===== config.mk =====
export PLATFORM = sky130hd
export DESIGN_NAME = pipe_adder
export DESIGN_NICKNAME = d
export VERILOG_FILES = /design/src/rtl/pipe_adder.sv
export SDC_FILE = /design/constraint.sdc
export NUM_CORES = 1
export LEC_CHECK = 0
export BUFFER_PORTS_ARGS = -buffer_cell sky130_fd_sc_hd__buf_2
export CAP_MARGIN = 20
export CORE_MARGIN = 1
export CORE_UTILIZATION = 60
export DETAILED_ROUTE_END_ITERATION = 16
export PLACE_DENSITY = 0.85
export SYNTH_ARGS = -nofsm -noshare
export SYNTH_HDL_FRONTEND = slang
export SYNTH_SLANG_ARGS = --single-unit

===== constraint.sdc =====
create_clock -name clk -period 6.83 [get_ports clk]
set_input_delay 1.0245 -clock clk [delete_from_list [all_inputs] [get_ports clk]]
set_output_delay 1.0245 -clock clk [all_outputs]
set_load 0.01 [all_outputs]

===== src/rtl/pipe_adder.sv =====
// pipe_adder: pipelined WIDTH-bit add/subtract, one CW-bit chunk per stage, carry registered between stages.
// Define PIPE_ADDER_SAT_EN to clamp sum to the signed extreme when ovf is set.
module pipe_adder #(
    parameter int WIDTH  = 32,
    parameter int STAGES = 4
) (
    input  logic             clk,
    input  logic             rst,
    input  logic             in_valid,
    output logic             in_ready,
    input  logic [WIDTH-1:0] a,
    input  logic [WIDTH-1:0] b,
    input  logic             op_sub,
    output logic             out_valid,
    input  logic             out_ready,
    output logic [WIDTH-1:0] sum,
    output logic             cout,
    output logic             ovf
);
    localparam int CW = WIDTH / STAGES;
    localparam int NQ = (STAGES > 1) ? STAGES - 1 : 1;

    if (WIDTH % STAGES != 0) begin : g_bad_cfg
        $error("pipe_adder: WIDTH must be a multiple of STAGES");
    end

    // Stage k registers; operand regs hold only the not-yet-consumed chunks, shifted down to bit 0.
    logic [STAGES-1:0]            vld_pipe;
    logic [NQ-1:0][WIDTH-1:0]     a_q, b_q;
    logic [STAGES-1:0][WIDTH-1:0] s_q;
    logic [STAGES-1:0]            c_q;
    logic                         ovf_q;

    // Stage k inputs: external operands for stage 0, previous registers otherwise.
    logic [STAGES-1:0][WIDTH-1:0] sa, sb, ss;
    logic [STAGES-1:0]            sc;
    logic [STAGES-1:0][CW:0]      part;
    logic                         adv;

    assign adv       = !out_valid || out_ready;
    assign in_ready  = adv;
    assign out_valid = vld_pipe[STAGES-1];
    assign cout      = c_q[STAGES-1];
    assign ovf       = ovf_q;

    always_comb begin
        sa[0] = a;
        sb[0] = op_sub ? ~b : b;
        ss[0] = '0;
        sc[0] = op_sub;
        for (int k = 1; k < STAGES; k++) begin
            sa[k] = a_q[k-1];
            sb[k] = b_q[k-1];
            ss[k] = s_q[k-1];
            sc[k] = c_q[k-1];
        end
        for (int k = 0; k < STAGES; k++)
            part[k] = {1'b0, CW'(sa[k])} + {1'b0, CW'(sb[k])} + (CW+1)'(sc[k]);
    end

    always_ff @(posedge clk) begin
        if (rst) begin
            vld_pipe <= '0;
            a_q      <= '0;
            b_q      <= '0;
            s_q      <= '0;
            c_q      <= '0;
            ovf_q    <= 1'b0;
        end else if (adv) begin
            vld_pipe[0] <= in_valid;
            for (int k = 1; k < STAGES; k++)
                vld_pipe[k] <= vld_pipe[k-1];
            // New chunk enters at the top; after the last stage chunk k sits at bit k*CW.
            for (int k = 0; k < STAGES; k++) begin
                s_q[k] <= (ss[k] >> CW) | (WIDTH'(part[k][CW-1:0]) << (WIDTH - CW));
                c_q[k] <= part[k][CW];
            end
            for (int k = 0; k < STAGES - 1; k++) begin
                a_q[k] <= sa[k] >> CW;
                b_q[k] <= sb[k] >> CW;
            end
            // a^b^s at the MSB recovers the carry into the MSB.
            ovf_q <= sa[STAGES-1][CW-1] ^ sb[STAGES-1][CW-1]
                   ^ part[STAGES-1][CW-1] ^ part[STAGES-1][CW];
        end
    end

`ifdef PIPE_ADDER_SAT_EN
    assign sum = ovf_q ? {~s_q[STAGES-1][WIDTH-1], {(WIDTH-1){s_q[STAGES-1][WIDTH-1]}}}
                       : s_q[STAGES-1];
`else
    assign sum = s_q[STAGES-1];
`endif

endmodule

==> impl_results.html <==
<table>
<tr><th>Metric</th><th>Value</th></tr>
<tr><th colspan="2">Outcome</th></tr>
<tr><td>Status</td><td>finished, final reports clean</td></tr>
<tr><th colspan="2">Yosys</th></tr>
<tr><td>Count of state elements after synthesis</td><td>around 190</td></tr>
<tr><td>Average footprint of a synthesized cell</td><td>between 8 and 9 um^2</td></tr>
<tr><td>Synthesized net count</td><td>roughly 1,100</td></tr>
<tr><td>Fraction of the yosys area taken by sequential cells</td><td>0.457</td></tr>
<tr><td>Gate Count Post-Synth</td><td>slightly below 1,000</td></tr>
<tr><td>Count of cell types in the netlist</td><td>44</td></tr>
<tr><td>Yosys synthesis warning count</td><td>0</td></tr>
<tr><td>Number of synthesized flops with an enable pin</td><td>0</td></tr>
<tr><td>Async set or reset register ratio after synthesis</td><td>0</td></tr>
<tr><td>Most used DFF post-synth</td><td>sky130_fd_sc_hd__dfxtp_1</td></tr>
<tr><td>Post-synthesis cell area</td><td>0.00810 mm^2</td></tr>
<tr><th colspan="2">Global route</th></tr>
<tr><td>Most utilized layer in the global route result</td><td>met2</td></tr>
<tr><td>Routing usage on met3</td><td>0.0560</td></tr>
<tr><td>Met1 Resource Use GR</td><td>0.340</td></tr>
<tr><td>GRT Residual Overflow</td><td>0</td></tr>
<tr><td>Number of global-route vias before repair</td><td>5,753</td></tr>
<tr><td>Number of antenna violations at the first check in global routing</td><td>0</td></tr>
<tr><td>Maximum number of pins on one net before global-route repair</td><td>between 100 and 150</td></tr>
<tr><td>Global-route total usage across every layer</td><td>0.239</td></tr>
<tr><td>Global-route wire length before repair</td><td>27,100 um</td></tr>
<tr><td>GR Layer Usage met2</td><td>0.364</td></tr>
<tr><th colspan="2">Clock network</th></tr>
<tr><td>Cells resized by post-CTS repair</td><td>0</td></tr>
<tr><td>Max Buffers Root-to-Sink</td><td>2</td></tr>
<tr><td>Number of buffers inserted by hold repair at cts</td><td>0</td></tr>
<tr><td>Clock sink total</td><td>between 150 and 200</td></tr>
<tr><td>Worst skew pair latency</td><td>430 ps</td></tr>
<tr><td>TritonCTS Buffers</td><td>17</td></tr>
<tr><td>H-Tree Level Count</td><td>4</td></tr>
<tr><td>TritonCTS clock tree</td><td>built</td></tr>
<tr><td>Clock tree root buffer cell</td><td>sky130_fd_sc_hd__clkbuf_16</td></tr>
<tr><td>Clock slew at reported path FFs</td><td>70 ps</td></tr>
<tr><td>Count of buffers added by post-CTS timing repair for setup</td><td>0</td></tr>
<tr><th colspan="2">Floorplanning</th></tr>
<tr><td>Die W</td><td>118 um</td></tr>
<tr><td>Overall die area</td><td>0.0140 mm^2</td></tr>
<tr><td>Core Region</td><td>0.0132 mm^2</td></tr>
<tr><td>Number of rows in the core area</td><td>between 40 and 50</td></tr>
<tr><td>Die Span Y</td><td>approximately 120 um</td></tr>
<tr><td>Ports</td><td>between 100 and 150</td></tr>
<tr><td>Initial standard-cell utilization of the core</td><td>0.614</td></tr>
<tr><th colspan="2">Routing</th></tr>
<tr><td>Via count</td><td>6,515</td></tr>
<tr><td>Count of routing violations after the opening detailed-route iteration</td><td>440</td></tr>
<tr><td>DRC violations left</td><td>0</td></tr>
<tr><td>First-pass iteration count of the detailed router</td><td>5</td></tr>
<tr><td>Residual antenna-violating net count after detailed routing</td><td>0</td></tr>
<tr><td>Post-detailed-route via-to-cell ratio</td><td>between 5 and 6</td></tr>
<tr><td>Wire length reported by the detailed router</td><td>16,000 um</td></tr>
<tr><td>WL/cell</td><td>13.3 um</td></tr>
<tr><th colspan="2">Timing</th></tr>
<tr><td>Setup repair after global routing missed its margin</td><td>no</td></tr>
<tr><td>Transition at the pin with the smallest max-transition slack</td><td>slightly above 1000 ps</td></tr>
<tr><td>Maximum clock frequency</td><td>slightly below 300 MHz</td></tr>
<tr><td>Tmin final</td><td>about 3400 ps</td></tr>
<tr><td>Period Utilization, post-route</td><td>0.504</td></tr>
<tr><td>Fin worst setup slack</td><td>3390 ps</td></tr>
<tr><td>Count of final max-slew check failures</td><td>0</td></tr>
<tr><td>Headroom to the max-slew limit</td><td>0.314</td></tr>
<tr><td>Setup_tns</td><td>0 ps</td></tr>
<tr><td>Final hold vios</td><td>0</td></tr>
<tr><td>Setup Viol. Count Final</td><td>0</td></tr>
<tr><td>Worst clock skew</td><td>a little over 7 ps</td></tr>
<tr><th colspan="2">Worst hold path</th></tr>
<tr><td>Hold Path Class</td><td>register to register</td></tr>
<tr><th colspan="2">Critical path</th></tr>
<tr><td>First element of the critical path</td><td>out_ready</td></tr>
<tr><td>Arrival time reported for the critical path endpoint</td><td>~2400 ps</td></tr>
<tr><td>Highest cell delay on the worst timing path</td><td>between 500 and 600 ps</td></tr>
<tr><td>Category of the critical setup timing path</td><td>primary input to output pin</td></tr>
<tr><td>Crit-path max FO</td><td>73</td></tr>
<tr><td>Critical R2R Capture</td><td>c_q[2]</td></tr>
<tr><td>Critical Path, Cell by Cell</td><td>buf_2 &gt; nor2b_4 &gt; buf_4 &gt; inv_6 &gt; buf_2</td></tr>
<tr><td>Cell count of the worst reg-to-reg path</td><td>7</td></tr>
<tr><td>Required time of the critical path</td><td>5810 ps</td></tr>
<tr><td>CP startpoint kind</td><td>primary input</td></tr>
<tr><td>Minimum setup slack among reg-to-reg paths</td><td>3720 ps</td></tr>
<tr><td>Worst setup EP type</td><td>output pin</td></tr>
<tr><td>Cell type with the highest occurrence count on the critical path</td><td>sky130_fd_sc_hd__buf_2</td></tr>
<tr><td>Critical-path top delay cell</td><td>sky130_fd_sc_hd__buf_4</td></tr>
<tr><td>Worst reg2reg path startpoint</td><td>vld_pipe[3]</td></tr>
<tr><td>Capture point of the critical path</td><td>in_ready</td></tr>
<tr><th colspan="2">Layout</th></tr>
<tr><td>Layout net count</td><td>between 1,000 and 1,500</td></tr>
<tr><td>Diode insertion count for antenna repair</td><td>0</td></tr>
<tr><td>Most common cell after layout, fill and taps aside</td><td>sky130_fd_sc_hd__nand2_1</td></tr>
<tr><td>Most frequent cells in the layout</td><td>sky130_fd_sc_hd__nand2_1, sky130_fd_sc_hd__dfxtp_1, sky130_fd_sc_hd__a21oi_1</td></tr>
<tr><td>Fraction of layout cells with a size suffix above 1</td><td>0.145</td></tr>
<tr><td>Synth-to-layout area growth</td><td>10.5%</td></tr>
<tr><th colspan="2">Place</th></tr>
<tr><td>Pre-CTS WS</td><td>3010 ps</td></tr>
<tr><td>I/O Buffers</td><td>~100</td></tr>
<tr><td>Gpl congestion</td><td>0.840</td></tr>
<tr><td>Dpl hpwl</td><td>roughly 10,000 um</td></tr>
<tr><th colspan="2">Pwr</th></tr>
<tr><td>Power per standard cell area</td><td>269 mW/mm^2</td></tr>
<tr><td>Highest ir drop seen on vdd</td><td>~0.18 mV</td></tr>
<tr><td>Static power due to leakage</td><td>about 3.8 nW</td></tr>
<tr><th colspan="2">Job</th></tr>
<tr><td>Number of maximum-capacitance constraint violations</td><td>0</td></tr>
</table>
[metrics by stage]
step	area [um^2]	power, mW	instances	hold slack (ps)	util
floorplan	8100	1.39	987	432	-
global placement	8360	1.45	1173	437	0.634
detailed placement	8360	1.45	1173	443	0.634
CTS	8950	2.41	1205	451	0.678
global route	8950	2.50	1205	464	0.678
finish	8950	2.41	1205	449	0.678
[layer usage]
metal  vias up  share of wire
li1       3360              -
met3        17          0.048
met2       149           0.45
met5         -              0
met1      2989           0.49
met4         0          0.010
[area by class of cell]
class / count / area [um^2]
Clock buffer: 19 / 443
Clock inverter: 13 / 143
Fill cell: 1131 / 4240
Inverter: 4 / 20.0
Multi-Input combinational cell: 699 / 3850
Sequential cell: 185 / 3700
Tap cell: 176 / 220
Timing Repair Buffer: 109 / 564
[power breakdown]
| group | total, mW | internal (mW) | switching (mW) | leakage (nW) |
|---|---|---|---|---|
| logic | 0.243 | 0.109 | 0.134 | 2.00 |
| registers | 1.19 | 1.15 | 0.0409 | 1.52 |
| clock network | 0.973 | 0.553 | 0.420 | 0.285 |
| total | 2.41 | 1.81 | 0.595 | 3.81 |
[state kept, by name, summed over array words and instances (netlist names)]
register  cells
ovf           1
c_q           4
vld_pipe      4
sum          32
b_q          48
a_q          48
s_q          48
[worst min-delay path by stage]
stage	from	end	slack, ps	cells after the start
after floorplan	s_q[31]	s_q[55]	430	2
after global placement	sum[25]	sum[25]	440	2
after detailed placement	sum[8]	sum[8]	440	2
after CTS	sum[7]	sum[7]	450	2
after global routing	a_q[41]	a_q[41]	460	2
final	sum[3]	sum[3]	450	2
[Yosys cell counts (2+ instances only)]
master,instances,area [um^2]
sky130_fd_sc_hd__nand2_1,287,1080
sky130_fd_sc_hd__dfxtp_1,185,3700
sky130_fd_sc_hd__a21oi_1,149,746
sky130_fd_sc_hd__nor2_1,42,158
sky130_fd_sc_hd__a211oi_1,34,255
sky130_fd_sc_hd__buf_2,32,160
sky130_fd_sc_hd__buf_4,32,240
sky130_fd_sc_hd__xnor2_1,30,263
sky130_fd_sc_hd__clkbuf_1,28,105
sky130_fd_sc_hd__ha_1,28,350
sky130_fd_sc_hd__nand3_1,14,70.1
sky130_fd_sc_hd__o21ai_0,14,70.1
sky130_fd_sc_hd__a21o_1,11,82.6
sky130_fd_sc_hd__xor2_1,8,70.1
sky130_fd_sc_hd__buf_1,7,26.3
sky130_fd_sc_hd__fa_1,7,140
sky130_fd_sc_hd__mux2i_1,6,60.1
sky130_fd_sc_hd__nor3_1,5,25.0
sky130_fd_sc_hd__nor4b_1,5,43.8
sky130_fd_sc_hd__o211ai_1,5,37.5
sky130_fd_sc_hd__or4_1,5,37.5
sky130_fd_sc_hd__a211o_1,4,35.0
sky130_fd_sc_hd__nor2b_1,4,25.0
sky130_fd_sc_hd__o21bai_1,4,30.0
sky130_fd_sc_hd__o22ai_1,4,25.0
sky130_fd_sc_hd__a31o_2,3,26.3
sky130_fd_sc_hd__a31oi_1,3,18.8
sky130_fd_sc_hd__inv_1,3,11.3
sky130_fd_sc_hd__nand4_1,3,18.8
sky130_fd_sc_hd__o21a_1,3,22.5
sky130_fd_sc_hd__or3_1,3,18.8
sky130_fd_sc_hd__a211oi_2,2,25.0
sky130_fd_sc_hd__and2_1,2,12.5
sky130_fd_sc_hd__and3_1,2,12.5
sky130_fd_sc_hd__nand2b_1,2,12.5
sky130_fd_sc_hd__o311ai_0,2,17.5
sky130_fd_sc_hd__o31ai_1,2,15.0
[kinds of logic (layout without fill, tap and decap cells)]
logic type | Yosys count | count (layout) | share of synthesized area
xor+xnor | 38 | 38 | 0.0411
flops | 185 | 185 | 0.457
simple gates | 377 | 377 | 0.189
compound gates | 243 | 243 | 0.177
buf+inv | 103 | 145 | 0.0675
fa+ha+maj | 35 | 35 | 0.0606
mux | 6 | 6 | 0.00742
[critical path, delay by kind of cell]
family / cells / cell delay (ps)
AND/OR/NAND/NOR: 1 / 90
buffers and inverters: 4 / 1270
Note: power is estimated with default switching activity, not from simulation.
